**src/rtl/stepper_ctrl_pkg.sv**
```systemverilog
// Shared definitions for the stepper move controller: one-hot state encoding,
// default parameter values and a small elaboration-time helper.
// Ports: none (package). Optional position counter is gated by STEPPER_POS_EN.
package stepper_ctrl_pkg;

  localparam int DEF_STEP_W     = 16;
  localparam int DEF_DIV_CYC    = 50000;
  localparam int DEF_SETTLE_CYC = 4;
  localparam int DEF_HOLD_CYC   = 1000;
  localparam int DEF_POS_W      = 24;

  // One-hot controller states.
  typedef enum logic [3:0] {
    ST_IDLE   = 4'b0001,
    ST_SETTLE = 4'b0010,
    ST_RUN    = 4'b0100,
    ST_HOLD   = 4'b1000
  } state_e;

  // Largest of three cycle counts; sizes the shared timing counter.
  function automatic int max3(input int a, input int b, input int c);
    int m;
    m = (a > b) ? a : b;
    return (m > c) ? m : c;
  endfunction

endpackage

```
**src/rtl/step_prescaler.sv**
```systemverilog
// Purpose : shared cycle counter with a programmable terminal value (load_i),
//           used for settle, step-rate and holding-torque timing.
// Latency : tc_o/near_tc_o are decoded from the counter register (same cycle).
// Backpressure: none; clr_i wins over en_i, counter wraps to 0 at terminal.
// Ports   : clk, rst (async high), clr_i, en_i, load_i[CNT_W] (terminal value),
//           tc_o (count == load), near_tc_o (count == load-1, terminal next cycle).
module step_prescaler #(
  parameter int CNT_W = 16
) (
  input  logic             clk,
  input  logic             rst,
  input  logic             clr_i,
  input  logic             en_i,
  input  logic [CNT_W-1:0] load_i,
  output logic             tc_o,
  output logic             near_tc_o
);

  logic [CNT_W-1:0] cnt_q;
  logic [CNT_W-1:0] cnt_d;

  assign tc_o = (cnt_q == load_i);
  // Lookahead lets the owner register a pulse that lands on the terminal cycle.
  assign near_tc_o = ((cnt_q + CNT_W'(1)) == load_i);

  always_comb begin
    cnt_d = cnt_q;
    if (clr_i) begin
      cnt_d = '0;
    end else if (en_i) begin
      cnt_d = tc_o ? '0 : cnt_q + CNT_W'(1);
    end
  end

  always_ff @(posedge clk or posedge rst) begin
    if (rst) begin
      cnt_q <= '0;
    end else begin
      cnt_q <= cnt_d;
    end
  end

endmodule

```
**src/rtl/stepper_move_ctrl.sv**
```systemverilog
// Purpose : per-joint move sequencer driving a phase-sequencing stepper
//           (onoff, cwccw, fushs, one-cycle step_en) with settle, rate, hold, abort.
// Latency : all outputs registered; first step_en DIV_CYC cycles into RUN,
//           done one cycle after HOLD expires (or the cycle after a null-move accept).
// Backpressure: cmd_ready high only in IDLE; cmd_valid while busy is dropped.
// Ports   : clk, rst (async high); cmd_valid/cmd_ready/cmd_steps/cmd_dir/cmd_half;
//           abort; step_en, cwccw, fushs, onoff, busy, done, aborted,
//           steps_left[STEP_W], position[POS_W].
// Config  : define STEPPER_POS_EN to build the signed position counter;
//           otherwise position is tied to 0.
module stepper_move_ctrl
  import stepper_ctrl_pkg::*;
#(
  parameter int STEP_W     = DEF_STEP_W,
  parameter int DIV_CYC    = DEF_DIV_CYC,
  parameter int SETTLE_CYC = DEF_SETTLE_CYC,
  parameter int HOLD_CYC   = DEF_HOLD_CYC,
  parameter int POS_W      = DEF_POS_W
) (
  input  logic              clk,
  input  logic              rst,
  input  logic              cmd_valid,
  output logic              cmd_ready,
  input  logic [STEP_W-1:0] cmd_steps,
  input  logic              cmd_dir,
  input  logic              cmd_half,
  input  logic              abort,
  output logic              step_en,
  output logic              cwccw,
  output logic              fushs,
  output logic              onoff,
  output logic              busy,
  output logic              done,
  output logic              aborted,
  output logic [STEP_W-1:0] steps_left,
  output logic [POS_W-1:0]  position
);

  localparam int MAX_CYC = max3(DIV_CYC, SETTLE_CYC, HOLD_CYC);
  localparam int CNT_W   = $clog2(MAX_CYC + 1);

  localparam logic [CNT_W-1:0] DIV_LD    = CNT_W'(DIV_CYC - 1);
  localparam logic [CNT_W-1:0] SETTLE_LD = CNT_W'(SETTLE_CYC - 1);
  localparam logic [CNT_W-1:0] HOLD_LD   = CNT_W'(HOLD_CYC - 1);

  state_e state_q;
  state_e state_d;

  logic              step_en_q;
  logic              cwccw_q;
  logic              fushs_q;
  logic              onoff_q;
  logic              busy_q;
  logic              cmd_ready_q;
  logic              done_q;
  logic              done_d;
  logic              aborted_q;
  logic [STEP_W-1:0] steps_left_q;

  logic              accept;
  logic              fire;
  logic              abort_hit;
  logic              pre_clr;
  logic              pre_tc;
  logic              pre_near;
  logic [CNT_W-1:0]  pre_load;

  // ---------------------------------------------------------------------------
  // Shared timing counter: terminal value follows the current state and the
  // count restarts from 0 on every state change.
  // ---------------------------------------------------------------------------
  always_comb begin
    pre_load = HOLD_LD;
    if (state_q == ST_RUN) begin
      pre_load = DIV_LD;
    end else if (state_q == ST_SETTLE) begin
      pre_load = SETTLE_LD;
    end
  end

  assign pre_clr = (state_d != state_q);

  step_prescaler #(
    .CNT_W (CNT_W)
  ) u_prescaler (
    .clk       (clk),
    .rst       (rst),
    .clr_i     (pre_clr),
    .en_i      (busy_q),
    .load_i    (pre_load),
    .tc_o      (pre_tc),
    .near_tc_o (pre_near)
  );

  // ---------------------------------------------------------------------------
  // Next-state logic.
  // step_en is a registered output, so the step is decided in the cycle before
  // the prescaler terminal count and the pulse lands on the terminal cycle.
  // An abort sampled on that deciding cycle suppresses the step entirely.
  // ---------------------------------------------------------------------------
  always_comb begin
    state_d   = state_q;
    accept    = 1'b0;
    fire      = 1'b0;
    abort_hit = 1'b0;
    done_d    = 1'b0;

    unique case (state_q)
      ST_IDLE: begin
        if (cmd_valid && cmd_ready_q) begin
          accept = 1'b1;
          if (cmd_steps == '0) begin
            done_d = 1'b1;
          end else begin
            state_d = ST_SETTLE;
          end
        end
      end

      ST_SETTLE: begin
        if (abort) begin
          abort_hit = 1'b1;
          state_d   = ST_HOLD;
        end else if (pre_tc) begin
          state_d = ST_RUN;
        end
      end

      ST_RUN: begin
        if (abort) begin
          abort_hit = 1'b1;
          state_d   = ST_HOLD;
        end else begin
          fire = pre_near && (steps_left_q != '0);
          // Leave only once the final pulse has been presented.
          if (step_en_q && (steps_left_q == '0)) begin
            state_d = ST_HOLD;
          end
        end
      end

      ST_HOLD: begin
        if (pre_tc) begin
          state_d = ST_IDLE;
          done_d  = 1'b1;
        end
      end

      default: begin
        state_d = ST_IDLE;
      end
    endcase
  end

  // ---------------------------------------------------------------------------
  // State and output registers.
  // ---------------------------------------------------------------------------
  always_ff @(posedge clk or posedge rst) begin
    if (rst) begin
      state_q      <= ST_IDLE;
      step_en_q    <= 1'b0;
      cwccw_q      <= 1'b0;
      fushs_q      <= 1'b0;
      onoff_q      <= 1'b0;
      busy_q       <= 1'b0;
      cmd_ready_q  <= 1'b1;
      done_q       <= 1'b0;
      aborted_q    <= 1'b0;
      steps_left_q <= '0;
    end else begin
      state_q     <= state_d;
      step_en_q   <= fire;
      onoff_q     <= (state_d != ST_IDLE);
      busy_q      <= (state_d != ST_IDLE);
      cmd_ready_q <= (state_d == ST_IDLE);
      done_q      <= done_d;

      // Direction and mode are only written on accept, so they stay frozen
      // for the whole move.
      if (accept) begin
        cwccw_q      <= cmd_dir;
        fushs_q      <= cmd_half;
        steps_left_q <= cmd_steps;
        aborted_q    <= 1'b0;
      end else begin
        if (fire) begin
          steps_left_q <= steps_left_q - STEP_W'(1);
        end
        if (abort_hit) begin
          aborted_q <= 1'b1;
        end
      end
    end
  end

  assign step_en    = step_en_q;
  assign cwccw      = cwccw_q;
  assign fushs      = fushs_q;
  assign onoff      = onoff_q;
  assign busy       = busy_q;
  assign cmd_ready  = cmd_ready_q;
  assign done       = done_q;
  assign aborted    = aborted_q;
  assign steps_left = steps_left_q;

  // ---------------------------------------------------------------------------
  // Absolute position, in whatever unit (full or half step) each move used.
  // Updated on the same edge as the step pulse; survives aborts and new moves.
  // ---------------------------------------------------------------------------
`ifdef STEPPER_POS_EN
  logic [POS_W-1:0] pos_q;
  logic [POS_W-1:0] pos_d;

  always_comb begin
    pos_d = pos_q;
    if (fire) begin
      pos_d = cwccw_q ? pos_q + POS_W'(1) : pos_q - POS_W'(1);
    end
  end

  always_ff @(posedge clk or posedge rst) begin
    if (rst) begin
      pos_q <= '0;
    end else begin
      pos_q <= pos_d;
    end
  end

  assign position = pos_q;
`else
  assign position = '0;
`endif

endmodule

```
**config.mk**
```make
export PLATFORM = sky130hd
export DESIGN_NAME = stepper_move_ctrl
export DESIGN_NICKNAME = d
export VERILOG_FILES = /design/src/rtl/stepper_ctrl_pkg.sv /design/src/rtl/step_prescaler.sv /design/src/rtl/stepper_move_ctrl.sv
export SDC_FILE = /design/constraint.sdc
export NUM_CORES = 1
export LEC_CHECK = 0
export ABC_AREA = 1
export CAP_MARGIN = 10
export CORE_MARGIN = 4
export CORE_UTILIZATION = 54
export CTS_BUF_LIST = sky130_fd_sc_hd__clkbuf_8
export DETAILED_ROUTE_END_ITERATION = 10
export PLACE_DENSITY = 0.82
export SLEW_MARGIN = 20
export SYNTH_ARGS = -nofsm -noshare
export SYNTH_HDL_FRONTEND = slang
export SYNTH_HIERARCHICAL = 1
export SYNTH_SLANG_ARGS = --single-unit
```
**constraint.sdc**
```tcl
create_clock -name clk -period 3.9 [get_ports clk]
set_input_delay 0.78 -clock clk [delete_from_list [all_inputs] [get_ports clk]]
set_output_delay 0.78 -clock clk [all_outputs]
set_load 0.005 [all_outputs]
```
==> results by group, run 1 <==
Setup path
  – Crit path kind: reg2reg
  – CP cell instances: inv_1 > nand3_2 > inv_1 > nor2_1 > xor2_1 > nor2_1 > nand2_1 > nor2_2 > nand2_4 > inv_1 > inv_1 > nor2_1 > nor2_2 > nand2_1 > nand2_1 > nand2_1 > nor2_1 > nand3_1 > nor2_1 > nor2_1 > nand2_4 > o21ai_1
  – CP arrival: 3580 ps
  – Critical Path Max Stage Delay: about 550 ps
  – Critical Path Fanout Max: 13
  – Critical-path top delay cell: dfstp_2
  – CP Buf/Inv Count: 4
  – Critical Path RT: 4130 ps
  – Crit path top cell by count: nor2_1
  – Nature of the critical path startpoint: flip-flop
  – CP Capture Type: flip-flop
  – Crit path max-delay family: simple AND/OR/NAND/NOR gates

Clock network
  – Maximum buffer depth of the clock tree: 2
  – Max H-tree Level: 2
  – Clk slew on worst S/H paths: approximately 90 ps
  – Post-CTS sizing: 0
  – Num CTS Buffers: 5
  – CTS sink count: between 40 and 50
  – Clk root buf: clkbuf_8
  – Post-CTS Setup Bufs: 0
  – CTS tree: yes
  – CTS Hold Bufs: 0
  – Worst-skew pair later-pin latency: about 300 ps

Yosys
  – Complex-gate fraction of the synthesized area: between 7 and 8%
  – Adder-cell area share of the yosys netlist: 1.11%
  – Main combinational cell family by area after synthesis: simple AND/OR/NAND/NOR gates
  – Distinct cell type count after synthesis: 37
  – Synth warn: 6
  – Synth Area in XOR/XNOR: 10.1%
  – Post-synthesis cell count: around 470
  – Share of flip-flops with an asynchronous set or reset: 100%
  – Post-synth EDFFs: 0
  – Sequential share of the synthesized area: a little under a third
  – Syn_area_per_cell: ~7.2 um^2
  – Flops & latches, synth: between 40 and 50
  – Post-synthesis mux area share: 0%
  – Simple-gate share of the synthesized area: a little over a third
  – Main synth FF type: dfrtp_1
  – Post-synthesis cell area: 3370 um^2

STA
  – Achievable Freq: roughly 300 MHz
  – Post-layout min period: 3350 ps
  – RSZ-0062 raised after global routing: no
  – Worst Skew: roughly 7 ps
  – Slew Viols, Final: 0
  – Worst-margin pin slew: between 900 and 1000 ps
  – Crit share post-route: a little under nine tenths
  – Worst slew margin: approximately a third
  – Setup-failing EPs final: 0
  – Min Hold Slack: slightly below 500 ps
  – Final worst-path setup slack: 548 ps
  – Setup_tns: 0 ps
  – Hold Fails Final Rpt: 0

Power and ir drop
  – P per Cell Area: around 550 nW/um^2
  – LEAKAGE: about 1.8 nW
  – Peak VDD IR: 0.000459 V

Layout
  – Diodes inserted: 0
  – Fin nets: approximately 550
  – Final std cells w/o fill: ~600
  – Layout cells sized above 1: between 10% and 20%
  – Commonest cells after routing, fill and taps aside: 125 x nand2_1, 52 x nor2_1, 45 x clkdlybuf4s50_1
  – Most common cell after layout, fill and taps aside: nand2_1
  – Area Growth Syn to Fin: 15.6%

Outcome
  – Status: finished clean

Placement
  – GP Congestion: ~0.94
  – Worst slack at placement: ~630 ps
  – Number of port buffers: 45
  – DP Cell Count: between 500 and 600
  – DP HPWL: ~6100 um

Global routing
  – Initial antenna violation count: 0
  – Vias in the first global route: 2924
  – First-pass GRT wire length: between 10000 and 15000 um
  – GRT Total Usage: a little over a fifth
  – Largest net degree at the start of global routing: 28
  – Overflow after GRT: 0

Die
  – Core Region: 5990 um^2
  – Core Rows: 28
  – Die footprint: about 7600 um^2
  – I/O Pins: 70
  – Die Ht: 87.1 um
  – Die X: 87.1 um
  – Starting Density: between 50% and 60%

Detailed routing
  – Post-Route WL: 7760 um
  – DR vias: a little over 3000
  – Vias per inst: between 5 and 6
  – DRC Markers: 0
  – Initial DRC Count: 200
  – DR WL/cell: roughly 13 um
  – DRT antenna net count: 0
  – DRT Pass-1 Iters: 5

Min path
  – Worst hold path type: reg2reg

Run
  – Max Cap Viol: 0
==> metrics by stage <==
step / util, % / cell area (um^2) / power [mW]
2_1_floorplan: - / 3500 / 1.45
3_3_place_gp: 63.5 / 3800 / 1.80
3_5_place_dp: 63.5 / 3800 / 1.82
4_1_cts: 65.1 / 3900 / 2.15
5_1_grt: 65.1 / 3900 / 2.31
6_report: 65.1 / 3900 / 2.13
==> path summary, 6_finish.rpt <==
check,to,depth (start not counted),slack [ps],from
worst max register to register,u_prescaler/cnt_q[6],22,550,state_q[0]
worst max-delay path,u_prescaler/cnt_q[6],22,550,state_q[0]
max in group asynchronous,steps_left[11],2,2510,rst
worst min register to register,fushs,2,490,fushs
min in group asynchronous,u_prescaler/cnt_q[8],2,920,rst
worst min-delay path,fushs,2,490,fushs
==> tightest hold or removal path: cells and delay by family (launching register included) <==
family / cells / cell delay, ps
and+or+nand+nor: 2 / 100
DFF: 1 / 360
==> cell usage after synthesis, types with 2 or more instances <==
| library cell | n | area, um^2 |
|---|---|---|
| buf_2 | 4 | 20.0 |
| o211ai_2 | 2 | 25.0 |
| nand2_4 | 4 | 45.0 |
| nor3_1 | 4 | 20.0 |
| o22ai_1 | 2 | 12.5 |
| o221ai_1 | 3 | 26.3 |
| inv_1 | 45 | 169 |
| nand2_1 | 125 | 469 |
| conb_1 | 2 | 7.51 |
| nor2_2 | 13 | 81.3 |
| a21oi_1 | 3 | 15.0 |
| nand3_2 | 2 | 20.0 |
| nor2_4 | 5 | 56.3 |
| buf_6 | 3 | 33.8 |
| ha_1 | 3 | 37.5 |
| buf_4 | 26 | 195 |
| o211ai_1 | 6 | 45.0 |
| inv_2 | 7 | 26.3 |
| o21ai_2 | 10 | 87.6 |
| nand3_1 | 35 | 175 |
| nand2_2 | 7 | 43.8 |
| o21ai_1 | 5 | 25.0 |
| dfrtp_1 | 41 | 1030 |
| nor4_1 | 2 | 12.5 |
| nor2_1 | 52 | 195 |
| xnor2_1 | 12 | 105 |
| nand4_1 | 7 | 43.8 |
| dfstp_2 | 2 | 52.6 |
| nand3b_1 | 2 | 15.0 |
| xor2_1 | 27 | 236 |
==> state kept, by name, indices dropped and copies added (netlist names) <==
name / cells
cmd_ready: 1
done: 1
cwccw: 1
aborted: 1
u_prescaler/cnt_q: 16
steps_left: 16
busy: 1
step_en: 1
state_q: 4
fushs: 1
==> cell families after synthesis <==
group	after synthesis
AO/OA/AOI/OAI	35
flip-flops	43
adder cells (fa/ha/maj)	3
XOR/XNOR	39
other	2
buffers and inverters	87
AND/OR/NAND/NOR	259
==> area by class of cell <==
type	count	area (um^2)
Fill cell	540	2090
Multi-Input combinational cell	371	1970
Sequential cell	43	1080
Timing Repair Buffer	47	465
Inverter	53	201
Tap cell	75	93.8
Clock buffer	5	68.8
Clock inverter	3	26.3
==> metal layers <==
| layer | track usage [%] | wire (um) |
|---|---|---|
| met1 | 27.6 | 3340 |
| met4 | 5.81 | 60 |
| met3 | 5.39 | 521 |
| met5 | 0 | 0 |
| met2 | 37.1 | 3830 |
==> power by group <==
part	switching [mW]	leakage, nW	internal [mW]	total (mW)
Sequential	0.140	0.561	0.579	0.719
Combinational	0.626	1.22	0.477	1.10
Clock	0.174	0.0491	0.132	0.306
Total	0.940	1.83	1.19	2.13
Power figures use the tool's default switching activity.
==> run 2: changes to the inputs <==
--- a/config.mk
+++ b/config.mk
@@ -7,7 +7,6 @@
 export LEC_CHECK = 0
 export ABC_AREA = 1
 export CAP_MARGIN = 10
-export CORE_MARGIN = 4
 export CORE_UTILIZATION = 54
 export CTS_BUF_LIST = sky130_fd_sc_hd__clkbuf_8
 export DETAILED_ROUTE_END_ITERATION = 10
==> run 2 against run 1 <==
Register-to-register slack got worse by 50 ps; sequential share of layout area about the same; clock-buffer cell count increased by 1; wire length decreased by 1.7%; worst setup slack got worse by 45 ps; sequential power about the same; clock skew increased by 6.0 ps.
==> results by group, run 2 (synthesis results as in run 1) <==
Power and ir drop
  – LEAKAGE: 1.83 nW (about the same)
  – Peak VDD IR: 0.000450 V (was 0.000459 V)
  – P per Cell Area: 548 nW/um^2 (was 546 nW/um^2)

Min path
  – Hold_sp: cwccw (was fushs)
  – Worst hold path depth: 2 (unchanged)
  – Hold path endpoint: cwccw (was fushs)
  – Worst hold path type: reg2reg (unchanged)

Placement
  – Number of port buffers: 45 (unchanged)
  – DP Cell Count: 589 (unchanged)
  – GP Congestion: 0.927 (was 0.940)
  – DP HPWL: 5890 um (was 6060 um)
  – Worst slack at placement: 580 ps (was 625 ps)
  – Placed cell area: 3800 um^2 (unchanged)

Detailed routing
  – Initial DRC Count: 212 (was 200)
  – DRT Pass-1 Iters: 4 (was 5)
  – DRC Markers: 0 (unchanged)
  – DR vias: 3027 (was 3030)
  – DRT antenna net count: 0 (unchanged)
  – Vias per inst: 5.07 (was 5.08)
  – DR WL/cell: 12.8 um (was 13.0 um)
  – Post-Route WL: 7630 um (was 7760 um)

Outcome
  – Status: finished clean (unchanged)

Clock network
  – CTS tree: yes (unchanged)
  – Max H-tree Level: 2 (unchanged)
  – CTS sink count: 43 (unchanged)
  – Post-CTS Setup Bufs: 0 (unchanged)
  – Num CTS Buffers: 5 (unchanged)
  – Clk root buf: clkbuf_8 (unchanged)
  – Clk slew on worst S/H paths: 90 ps (about the same)
  – CTS Hold Bufs: 0 (unchanged)
  – Post-CTS sizing: 0 (unchanged)
  – Maximum buffer depth of the clock tree: 2 (unchanged)
  – Worst-skew pair later-pin latency: 300 ps (about the same)

Setup path
  – CP Buf/Inv Count: 3 (was 4)
  – Critical Path Fanout Max: 13 (unchanged)
  – CP cell instances: nor2_1 > nand3_1 > inv_2 > nor2_1 > xor2_1 > nor2_1 > nand2_1 > nor2_2 > nand2_4 > inv_1 > inv_1 > nor2_1 > nor2_2 > nand2_1 > nand2_1 > nand2_1 > nor2_1 > nand3_1 > nor2_1 > nor2_1 > nand2_4 > o21ai_1 (was inv_1 > nand3_2 > inv_1 > nor2_1 > xor2_1 > nor2_1 > nand2_1 > nor2_2 > nand2_4 > inv_1 > inv_1 > nor2_1 > nor2_2 > nand2_1 > nand2_1 > nand2_1 > nor2_1 > nand3_1 > nor2_1 > nor2_1 > nand2_4 > o21ai_1)
  – R2r endpoint: u_prescaler/cnt_q[6] (unchanged)
  – Crit path top cell by count: nor2_1 (unchanged)
  – Critical-path top delay cell: dfstp_2 (unchanged)
  – Nature of the critical path startpoint: flip-flop (unchanged)
  – CP arrival: 3620 ps (was 3580 ps)
  – CP Capture Type: flip-flop (unchanged)
  – Crit path kind: reg2reg (unchanged)
  – Critical Path Max Stage Delay: 560 ps (was 550 ps)
  – Critical Path RT: 4120 ps (was 4130 ps)
  – Worst R2R Setup Slack: 500 ps (was 550 ps)
  – Reg2reg path depth: 22 (unchanged)
  – FF-to-FF Start: state_q[0] (unchanged)
  – Crit path max-delay family: simple AND/OR/NAND/NOR gates (unchanged)

Layout
  – Final Util: 65.2% (was 65.1%)
  – Area Growth Syn to Fin: 15.7% (was 15.6%)
  – Fillers: 528 (was 540)
  – Fin nets: 546 (unchanged)
  – Diodes inserted: 0 (unchanged)
  – Layout cells sized above 1: 12.5% (unchanged)
  – Post-Layout Inst Area: 3900 um^2 (about the same)
  – Commonest cells after routing, fill and taps aside: 125 x nand2_1, 52 x nor2_1, 45 x clkdlybuf4s50_1 (unchanged)
  – Final std cells w/o fill: 597 (unchanged)
  – Most common cell after layout, fill and taps aside: nand2_1 (unchanged)

Global routing
  – GRT Total Usage: 25.7% (was 21.8%)
  – Largest net degree at the start of global routing: 28 (unchanged)
  – Initial antenna violation count: 0 (unchanged)
  – Overflow after GRT: 0 (unchanged)
  – Vias in the first global route: 2786 (was 2924)
  – First-pass GRT wire length: 12900 um (was 13200 um)

Die
  – Die footprint: 6570 um^2 (was 7580 um^2)
  – Die Ht: 81.1 um (was 87.1 um)
  – I/O Pins: 70 (unchanged)
  – Die X: 81.1 um (was 87.1 um)
  – Core Rows: 28 (unchanged)
  – Starting Density: 56.3% (unchanged)
  – Core Region: 5990 um^2 (unchanged)

STA
  – Final worst-path setup slack: 503 ps (was 548 ps)
  – Worst slew margin: 34.5% (was 34.2%)
  – Worst Skew: 13.2 ps (was 7.20 ps)
  – Crit share post-route: 87.1% (was 85.9%)
  – RSZ-0062 raised after global routing: no (unchanged)
  – Setup_tns: 0 ps (unchanged)
  – Achievable Freq: 294 MHz (was 298 MHz)
  – Slew Viols, Final: 0 (unchanged)
  – Setup-failing EPs final: 0 (unchanged)
  – Post-layout min period: 3400 ps (was 3350 ps)
  – Hold Fails Final Rpt: 0 (unchanged)
  – Worst-margin pin slew: 977 ps (was 981 ps)

Run
  – Max Cap Viol: 0 (unchanged)
run 2: cell count changes in the layout (fill, tap and decap cells not counted):
cell and delta:
inv_6 -2, clkbuf_8 +1, clkinvlp_4 +1
run 2: how the worst max path moves through the flow:
stage               start  cells past startpoint                    end  slack (ps)
3_3_place_gp   state_q[0]                     22   u_prescaler/cnt_q[8]         780
6_report       state_q[0]                     22   u_prescaler/cnt_q[6]         500
4_1_cts        state_q[0]                     22   u_prescaler/cnt_q[6]         540
3_5_place_dp   state_q[0]                     22  u_prescaler/cnt_q[14]         580
2_1_floorplan  state_q[0]                     23   u_prescaler/cnt_q[0]         870
5_1_grt        state_q[0]                     22   u_prescaler/cnt_q[3]         200
run 2: per-layer routing:
metal / share of wire (%) / GRT usage, %
met4: 1.3 / 8.57
met2: 48 / 41.2
met5: 0 / 0
met3: 4.9 / 5.28
met1: 46 / 34.4
run 2: metrics by stage:
step | total power [mW] | hold WS (ps)
2_1_floorplan | 1.45 | 465
3_3_place_gp | 1.80 | 464
3_5_place_dp | 1.83 | 481
4_1_cts | 2.14 | 507
5_1_grt | 2.30 | 537
6_report | 2.14 | 507
run 2: worst register-to-register path, stage by stage, from the launching register on:
cell and delay, ps:
dfstp_2 560, nor2_1 70, nand3_1 150, inv_2 110
nor2_1 400, xor2_1 130, nor2_1 110, nand2_1 70
nor2_2 150, nand2_4 90, inv_1 110, inv_1 70
nor2_1 120, nor2_2 60, nand2_1 120, nand2_1 60
nand2_1 50, nor2_1 40, nand3_1 80, nor2_1 60
nor2_1 290, nand2_4 220, o21ai_1 170
run 2: power breakdown:
| group | switching (mW) | internal [mW] | total [mW] |
|---|---|---|---|
| Sequential | 0.139 | 0.579 | 0.719 |
| Clock | 0.169 | 0.145 | 0.313 |
| Combinational | 0.630 | 0.477 | 1.11 |
run 2: layout make-up:
| class | count | area (um^2) | area share, % |
|---|---|---|---|
| clock buffers | 6 | 82.6 | 2.12 |
| clock inverters | 2 | 16.3 | 0.417 |
| inverters | 53 | 201 | 5.16 |
| multi-input cells | 371 | 1970 | 50.4 |
| flip-flops and latches | 43 | 1080 | 27.6 |
| well taps | 75 | 93.8 | 2.40 |
| repair buffers | 47 | 465 | 11.9 |
==> run 3: changes to the inputs <==
--- a/config.mk
+++ b/config.mk
@@ -7,10 +7,10 @@
 export LEC_CHECK = 0
 export ABC_AREA = 1
 export CAP_MARGIN = 10
-export CORE_UTILIZATION = 54
-export CTS_BUF_LIST = sky130_fd_sc_hd__clkbuf_8
+export CORE_UTILIZATION = 52
+export CTS_CLUSTER_SIZE = 25
 export DETAILED_ROUTE_END_ITERATION = 10
-export PLACE_DENSITY = 0.82
+export PLACE_DENSITY = 0.79
 export SLEW_MARGIN = 20
 export SYNTH_ARGS = -nofsm -noshare
 export SYNTH_HDL_FRONTEND = slang
==> run 3 against run 2 <==
Sequential power hardly changed; non-clock buffer count stayed put; total power is 0.30% lower; critical path depth stayed put; core utilization is 1.2 points lower; register-to-register slack worse by 100 ps; via count is 0.17% higher; die area is 3.7% higher; wire length is 2.6% higher.
==> results by group, run 3 (synthesis results as in run 1) <==
STA
  – Worst-margin pin slew: 958 ps (was 977 ps)
  – Worst Skew: 8.27 ps (was 13.2 ps)
  – Worst slew margin: 35.7% (was 34.5%)
  – Setup-failing EPs final: 0 (unchanged)
  – Slew Viols, Final: 0 (unchanged)
  – Crit share post-route: 89.7% (was 87.1%)
  – RSZ-0062 raised after global routing: no (unchanged)
  – Post-layout min period: 3500 ps (was 3400 ps)
  – Achievable Freq: 286 MHz (was 294 MHz)
  – Hold Fails Final Rpt: 0 (unchanged)
  – Setup_tns: 0 ps (unchanged)
  – Final worst-path setup slack: 402 ps (was 503 ps)
  – Min Hold Slack: 491 ps (was 507 ps)

Layout
  – Final std cells w/o fill: 597 (unchanged)
  – Area Growth Syn to Fin: 15.6% (was 15.7%)
  – FF/Latch Area: 1080 um^2 (unchanged)
  – Diodes inserted: 0 (unchanged)
  – Most common cell after layout, fill and taps aside: nand2_1 (unchanged)
  – Post-Layout Inst Area: 3900 um^2 (about the same)
  – Fin nets: 546 (unchanged)
  – Commonest cells after routing, fill and taps aside: 125 x nand2_1, 52 x nor2_1, 45 x clkdlybuf4s50_1 (unchanged)
  – Fillers: 561 (was 528)
  – Multi-input logic area: 1970 um^2 (unchanged)
  – Layout cells sized above 1: 12.5% (unchanged)

Global routing
  – First-pass GRT wire length: 13300 um (was 12900 um)
  – GRT Total Usage: 25.6% (was 25.7%)
  – Vias in the first global route: 2921 (was 2786)
  – Met1 usage: 31.8% (was 34.4%)
  – Overflow after GRT: 0 (unchanged)
  – Gr busiest metal: met2 (unchanged)
  – Largest net degree at the start of global routing: 28 (unchanged)
  – Initial antenna violation count: 0 (unchanged)
  – GR Util met3: 4.62% (was 5.28%)
  – M2 GR Usage: 45.1% (was 41.2%)

Placement
  – Worst slack at placement: 533 ps (was 580 ps)
  – Number of port buffers: 45 (unchanged)
  – DP Cell Count: 589 (unchanged)
  – DP HPWL: 6090 um (was 5890 um)
  – Placed cell area: 3800 um^2 (unchanged)
  – GP Congestion: 0.894 (was 0.927)

Detailed routing
  – DRC Markers: 0 (unchanged)
  – Initial DRC Count: 177 (was 212)
  – DR WL/cell: 13.1 um (was 12.8 um)
  – Post-Route WL: 7830 um (was 7630 um)
  – DRT antenna net count: 0 (unchanged)
  – DR vias: 3032 (was 3027)
  – DRT Pass-1 Iters: 4 (unchanged)
  – Vias per inst: 5.08 (was 5.07)

Min path
  – Worst hold path type: reg2reg (unchanged)

Clock network
  – Post-CTS Setup Bufs: 0 (unchanged)
  – CTS sink count: 43 (unchanged)
  – Num CTS Buffers: 5 (unchanged)
  – Clk root buf: clkbuf_8 (unchanged)
  – CTS tree: yes (unchanged)
  – Post-CTS sizing: 0 (unchanged)
  – Max H-tree Level: 2 (unchanged)
  – CTS Hold Bufs: 0 (unchanged)
  – Worst-skew pair later-pin latency: 300 ps (about the same)
  – Maximum buffer depth of the clock tree: 2 (unchanged)
  – Clk slew on worst S/H paths: 90 ps (about the same)

Die
  – Die X: 82.6 um (was 81.1 um)
  – Core Rows: 28 (unchanged)
  – Die footprint: 6820 um^2 (was 6570 um^2)
  – I/O Pins: 70 (unchanged)
  – Die Ht: 82.6 um (was 81.1 um)
  – Starting Density: 55.4% (was 56.3%)
  – Core Region: 6100 um^2 (was 5990 um^2)

Setup path
  – Critical Path RT: 4120 ps (about the same)
  – Critical Path Max Stage Delay: 560 ps (about the same)
  – Crit path top cell by count: nor2_1 (unchanged)
  – Critical Path Fanout Max: 13 (unchanged)
  – Critical-path top delay cell: dfstp_2 (unchanged)
  – Nature of the critical path startpoint: flip-flop (unchanged)
  – CP Capture Type: flip-flop (unchanged)
  – CP cell instances: inv_1 > nand3_2 > inv_1 > nor2_1 > xor2_1 > nor2_1 > nand2_1 > nor2_2 > nand2_4 > inv_1 > inv_1 > nor2_1 > nor2_2 > nand2_1 > nand2_1 > nand2_1 > nor2_1 > nand3_1 > nor2_1 > nor2_1 > nand2_4 > o21ai_1 (was nor2_1 > nand3_1 > inv_2 > nor2_1 > xor2_1 > nor2_1 > nand2_1 > nor2_2 > nand2_4 > inv_1 > inv_1 > nor2_1 > nor2_2 > nand2_1 > nand2_1 > nand2_1 > nor2_1 > nand3_1 > nor2_1 > nor2_1 > nand2_4 > o21ai_1)
  – Crit path max-delay family: simple AND/OR/NAND/NOR gates (unchanged)
  – CP arrival: 3720 ps (was 3620 ps)
  – Crit path kind: reg2reg (unchanged)
  – CP Buf/Inv Count: 4 (was 3)

Power and ir drop
  – Peak VDD IR: 0.000356 V (was 0.000450 V)
  – P per Cell Area: 547 nW/um^2 (was 548 nW/um^2)
  – LEAKAGE: 1.83 nW (about the same)

Outcome
  – Status: finished clean (unchanged)

Run
  – Max Cap Viol: 0 (unchanged)
## run 3: path summary, 6_finish.rpt
path	from	end	slack, ps	depth (start not counted)
setup / recovery	state_q[0]	u_prescaler/cnt_q[8]	400	22
hold / removal	cwccw	cwccw	490	2
setup reg to reg	state_q[0]	u_prescaler/cnt_q[8]	400	22
hold reg to reg	cwccw	cwccw	490	2
max in group asynchronous	rst	steps_left[14]	2530	2
min in group asynchronous	rst	u_prescaler/cnt_q[2]	920	2
## run 3: power breakdown
part | switching, mW | total, mW | internal [mW]
Sequential | 0.141 | 0.720 | 0.579
Clock | 0.174 | 0.306 | 0.132
Combinational | 0.630 | 1.11 | 0.476
## run 3: stage by stage
step           util (%)  total power, mW
6_report           64.0             2.13
5_1_grt            64.0             2.30
4_1_cts            64.0             2.13
3_5_place_dp       62.4             1.82
3_3_place_gp       62.4             1.80
2_1_floorplan         -             1.45
## run 3: metal layers
layer | vias up | wire [um] | part of all wire, %
met5 | - | 0 | 0
met4 | 0 | 117 | 1.5
met3 | 11 | 363 | 4.6
met2 | 97 | 3860 | 49
met1 | 1403 | 3480 | 44
li1 | 1521 | - | -
## run 3: cell type report
class,instances,share of cell area [%]
Inverter,53,5.17
Tap cell,75,2.41
Multi-Input combinational cell,371,50.4
Clock inverter,3,0.674
Sequential cell,43,27.7
Clock buffer,5,1.76
Timing Repair Buffer,47,11.9
## run 3: worst min-delay path, delay by kind of cell (launching register included)
kind | cells | cell delay [ps]
simple gates | 2 | 100
flops | 1 | 360
==> RTL change 1, RTL diff (settings of run 3) <==
Add a define of `STEPPER_POS_EN`.
--- a/src/rtl/stepper_move_ctrl.sv
+++ b/src/rtl/stepper_move_ctrl.sv
@@ -8,6 +8,8 @@
 //           steps_left[STEP_W], position[POS_W].
 // Config  : define STEPPER_POS_EN to build the signed position counter;
 //           otherwise position is tied to 0.
+`define STEPPER_POS_EN
+
 module stepper_move_ctrl
   import stepper_ctrl_pkg::*;
 #(
Formal check against the unedited RTL: same outputs for any inputs over 10 cycles, from zero or initial values and one cycle with rst high; that may be too few to reach the edited logic, so the function may still have changed.
==> RTL change 1 against run 3 <==
- first-iteration DRC count up 47%
- clock skew up 1.3 ps
- setup slack better by 80 ps
- synthesized cell count up 92%
- wire length up 80%
- total power up 61%
- via count up 84%
- non-clock buffer count up 26
- final area up 75%
- worst hold slack better by 2.8 ps
- area after synthesis up 72%
- sequential cell count up 24
==> RTL change 1: results (changes against run 3) <==
run_status:
  run_status: "completed"
routing:
  drtIter0Drc: 260  # +47%
  avgViaCountPerCell: 4.99  # -1.7%
  routed_wl_um: 14100  # +80%
  firstDrtPassIters: 4  # unchanged
global_route:
  antenna_found_initial: 0  # unchanged
  grt_max_degree: 35  # +25%
  grt_pass1_wl_um: 23700  # +79%
  grt_pass1_vias: 5222  # +79%
  track_usage: 0.259  # +0.00243
sta:
  slew_headroom: 0.381  # +0.0242
  finalClockSkew_ps: 9.61  # +1.34 ps
pwr:
  ir_drop_mv: 0.346  # -2.6%
  p_leak_nw: 3.56  # +94%
cells_and_area:
  drive_above_1_share: 0.0766  # -0.0479
  antenna_cells: 0  # unchanged
  largest_reg_flops: 24
  final_cells: 1119  # +87%
  fill_cells: 1037  # +85%
  nNetsFinal: 1022  # +87%
setup_path:
  cp.arrival_ps: 3700  # -20 ps
  reg2reg_to: "u_prescaler/cnt_q[3]"
  path_max_fanout: 17  # +4
  r2r_cells: 21  # -4.5%
  r2r_slack_ps: 480  # +80 ps
  r2r_start: "state_q[3]"
clock_tree:
  cts_buffers: 9  # +4
  cts.repair.resized: 0  # unchanged
  cts_max_path_buffers: 2  # unchanged
  cts_max_level: 3  # +1
  cts_root_buf: "clkbuf_8"
  cts_setup_buffers: 0  # unchanged
  clk_latency_ps: 360  # +60 ps
placed_design:
  gp_congestion: 0.925  # +3.5%
  io_buffers: 69  # +53%
  hpwl_um: 10700  # +76%
hold_path:
  worstHoldStart: "fushs"
  min_to: "fushs"
synthesis:
  avgSynthCellArea_um2: 6.45  # -10%
  ys_dominant_reg_cell: "dfrtp_1"
  synth_area_leaders: "dfrtp_1 (28%), nand2_1 (22%), inv_1 (8.3%), nand3_1 (5.5%), ha_1 (5.4%)"
  ys_types: 39  # +5.4%
  yosysSeqAreaShare: 0.290  # -0.0299
  synthTopCellsByCount: "nand2_1 (332), inv_1 (128), nor2_1 (82)"
-- RTL change 1: cell count changes after synthesis, sizes merged, moves of 2 or more --
| cell | delta |
|---|---|
| a21oi | +13 |
| inv | +81 |
| ha | +22 |
| nand3 | +33 |
| xor2 | +2 |
| dfrtp | +24 |
| buf | -17 |
| and2 | +3 |
| nand2 | +207 |
| o21ai | +14 |
| nor2 | +27 |
| xnor2 | +6 |
| nand4 | +10 |
| or2 | +3 |
-- RTL change 1: worst max-delay path, cell delays in order, from the launching register on --
cell and delay, ps:
dfrtp_1 420, nor2_1 180, nand3_2 230, nand2_1 190, inv_1 130, xor2_1 160
nor2_1 90, nand2_1 70, nor2_2 150, nand2_4 90, inv_1 80, inv_1 70
a211oi_1 270, o21ai_0 110, nand2_1 70, inv_1 30, nand2_1 60, nor2_1 50
buf_4 190, nor2_1 310, nand2_4 210, o21ai_2 170
-- RTL change 1: area by class of cell --
cell class	count	area share
Clock inverter	3	0.0101
Tap cell	140	0.0256
Inverter	134	0.0736
Clock buffer	13	0.0247
Timing Repair Buffer	73	0.105
Multi-Input combinational cell	689	0.515
Sequential cell	67	0.246
-- RTL change 1: report_power, final --
group          total [W]  leakage [nW]  switching, W  internal, W
sequential       0.00100         0.896      0.000171     0.000829
combinational    0.00173          2.55       0.00105     0.000677
clock           0.000708         0.120      0.000293     0.000414
-- RTL change 1: metrics by stage --
step	instance area, um^2	total power [W]	hold slack, ps	utilization	setup slack [ps]
2_1_floorplan	5830	0.00221	472	-	882
3_3_place_gp	6590	0.00270	476	0.608	485
3_5_place_dp	6590	0.00273	469	0.608	347
4_1_cts	6830	0.00345	496	0.630	328
5_1_grt	6840	0.00372	504	0.631	74.8
6_report	6840	0.00344	494	0.631	483
-- RTL change 1: cells by family (layout without fill, tap and decap cells) --
group                      Yosys count  in the layout  share of synthesized area
AOI/OAI and AO/OA                   64             64                     0.0691
xor gates and xnor gates            47             47                     0.0710
adders and majority gates           26             26                     0.0574
buffers and inverters              151            223                      0.110
DFF                                 67             67                      0.290
other                                2             11                    0.00130
and+or+nand+nor                    541            541                      0.402
-- RTL change 1: worst max path at each step --
stage | from | end | slack, ps
5_1_grt | state_q[3] | u_prescaler/cnt_q[7] | 70
4_1_cts | state_q[3] | u_prescaler/cnt_q[3] | 330
3_3_place_gp | state_q[3] | u_prescaler/cnt_q[8] | 490
2_1_floorplan | state_q[0] | u_prescaler/cnt_q[0] | 880
6_report | state_q[3] | u_prescaler/cnt_q[3] | 480
3_5_place_dp | state_q[3] | u_prescaler/cnt_q[8] | 350
-- RTL change 1: routing by layer --
metal	up-vias	GRT usage	part of all wire	routed length, um
met1	2500	0.325	0.46	6510
met3	19	0.0496	0.048	676
met2	124	0.443	0.47	6650
met5	-	0	0	0
li1	2943	-	-	-
met4	0	0.0851	0.018	253
==> RTL change 2, RTL diff (flow settings as in run 3) <==
Made on the original files. Encoding of `state_e`: now binary (2 bits for 4 states). Comments in the files are not updated.
--- a/src/rtl/stepper_ctrl_pkg.sv
+++ b/src/rtl/stepper_ctrl_pkg.sv
@@ -10,11 +10,11 @@
   localparam int DEF_POS_W      = 24;
 
   // One-hot controller states.
-  typedef enum logic [3:0] {
-    ST_IDLE   = 4'b0001,
-    ST_SETTLE = 4'b0010,
-    ST_RUN    = 4'b0100,
-    ST_HOLD   = 4'b1000
+  typedef enum logic [1:0] {
+    ST_IDLE   = 2'd0,
+    ST_SETTLE = 2'd1,
+    ST_RUN    = 2'd2,
+    ST_HOLD   = 2'd3
   } state_e;
 
   // Largest of three cycle counts; sizes the shared timing counter.
Formal check against the unedited RTL: no difference found for any inputs over 10 cycles, from zero or initial values and one cycle with rst high; not proved beyond that.
==> RTL change 2 against run 3 <==
- combinational power up 24%
- wire length is 4.9% higher
- sequential share of layout area shrank 1.1 points
- setup slack gained 18 ps
- sequential cell count fell by 2
- first-iteration DRC count increased by 40%
- final area decreased by 0.80%
- area after synthesis decreased by 1.0%
- total power increased by 14%
- critical path type unchanged
- largest cell class unchanged
==> RTL change 2: results (changes against run 3) <==
sta:
  slew_headroom: 0.375  # +0.0176
  finalClockSkew_ps: 17.2  # +8.95 ps
  holdWs_ps: 486  # -5.09 ps
  finalSetupTns_ps: 0  # unchanged
setup_path:
  max_stage_delay_ps: 470  # -90 ps
  cp.arrival_ps: 3710  # about the same
  r2r_cells: 24  # +9.1%
  cp-startpoint: "state_q[0]"
  slowest_stage: "dfrtp_1"
  r2r_start: "state_q[0]"
  r2r_slack_ps: 420  # +20 ps
  reg2reg_to: "u_prescaler/cnt_q[4]"
global_route:
  grt_max_degree: 26  # -7.1%
  grt_pass1_wl_um: 13200  # -0.57%
  track_usage: 0.259  # +0.00255
  grt_pass1_vias: 2873  # -1.6%
synthesis:
  synth_area_leaders: "dfrtp_1 (30%), nand2_1 (16%), xor2_1 (7.1%), nand3_1 (6.1%), nor2_1 (5.8%)"
  syn-instance-count: 476  # +1.7%
  synthTopCellsByCount: "nand2_1 (140), nor2_1 (52), inv_1 (44)"
  synth_xor_area_frac: 0.0996  # -0.00160
  yosysSeqAreaShare: 0.307  # -0.0121
  synth_compound_area_frac: 0.0734  # -0.00520
  ys_types: 35  # -5.4%
  ys_async_sr_fraction: 1.00  # unchanged
  synthAdderAreaFrac: 0.0337  # +0.0226
cells_and_area:
  drive_above_1_share: 0.0962  # -0.0283
  final_cells: 605  # +1.3%
  nNetsFinal: 560  # +2.6%
  fill_cells: 530  # -5.5%
placed_design:
  gp_congestion: 0.939  # +5.1%
  io_buffers: 45  # unchanged
  place_inst: 597  # +1.4%
  hpwl_um: 6160  # +1.2%
routing:
  avgViaCountPerCell: 5.14  # +1.2%
  wl_per_cell_um: 13.6  # +3.5%
  drtIter0Drc: 247  # +40%
  routed-wl-met2_um: 3950  # +2.1%
  drt-met1-wl_um: 3660  # +5.1%
  met3_length_um: 469  # +29%
pwr:
  ir_drop_mv: 0.334  # -6.2%
  p_leak_nw: 1.85  # +0.87%
clock_tree:
  path_clk_slew_ps: 80
  cts_max_path_buffers: 2  # unchanged
run_status:
  run_status: "completed"
-- RTL change 2: final cells by class --
class,count,share of cell area
clock buffers,8,0.0233
inverters,52,0.0505
multi-input cells,383,0.518
flip-flops and latches,41,0.266
well taps,75,0.0243
repair buffers,46,0.118
-- RTL change 2: how the worst max path moves through the flow --
stage	depth (start not counted)	end	slack [ps]
finish	24	u_prescaler/cnt_q[4]	420
global route	24	u_prescaler/cnt_q[6]	130
floorplan	20	u_prescaler/cnt_q[0]	910
CTS	24	u_prescaler/cnt_q[4]	550
global placement	23	u_prescaler/cnt_q[8]	740
detailed placement	24	u_prescaler/cnt_q[4]	580
-- RTL change 2: per-stage QoR --
step,area [um^2],worst slack [ps],total power [W]
after floorplan,3460,905,0.00166
after global placement,3780,745,0.00205
after detailed placement,3780,578,0.00210
after CTS,3870,547,0.00241
after global routing,3870,128,0.00261
final,3870,421,0.00242
-- RTL change 2: where the power goes --
| part | total (W) | internal (W) | switching (W) | leakage (nW) |
|---|---|---|---|---|
| logic | 0.00138 | 0.000579 | 0.000802 | 1.27 |
| registers | 0.000739 | 0.000560 | 0.000179 | 0.529 |
| clock network | 0.000303 | 0.000145 | 0.000159 | 0.0455 |
| total | 0.00242 | 0.00128 | 0.00114 | 1.85 |
-- RTL change 2: kinds of logic after synthesis --
group,Yosys count
xor+xnor,38
fa+ha+maj,9
other cells,2
buf+inv,85
simple gates,267
flops,41
compound gates,34
-- RTL change 2: layer usage --
metal,up-vias,global-route usage
met5,-,0
met3,17,0.0462
met2,128,0.425
met4,0,0.0930
met1,1427,0.340
li1,1538,-
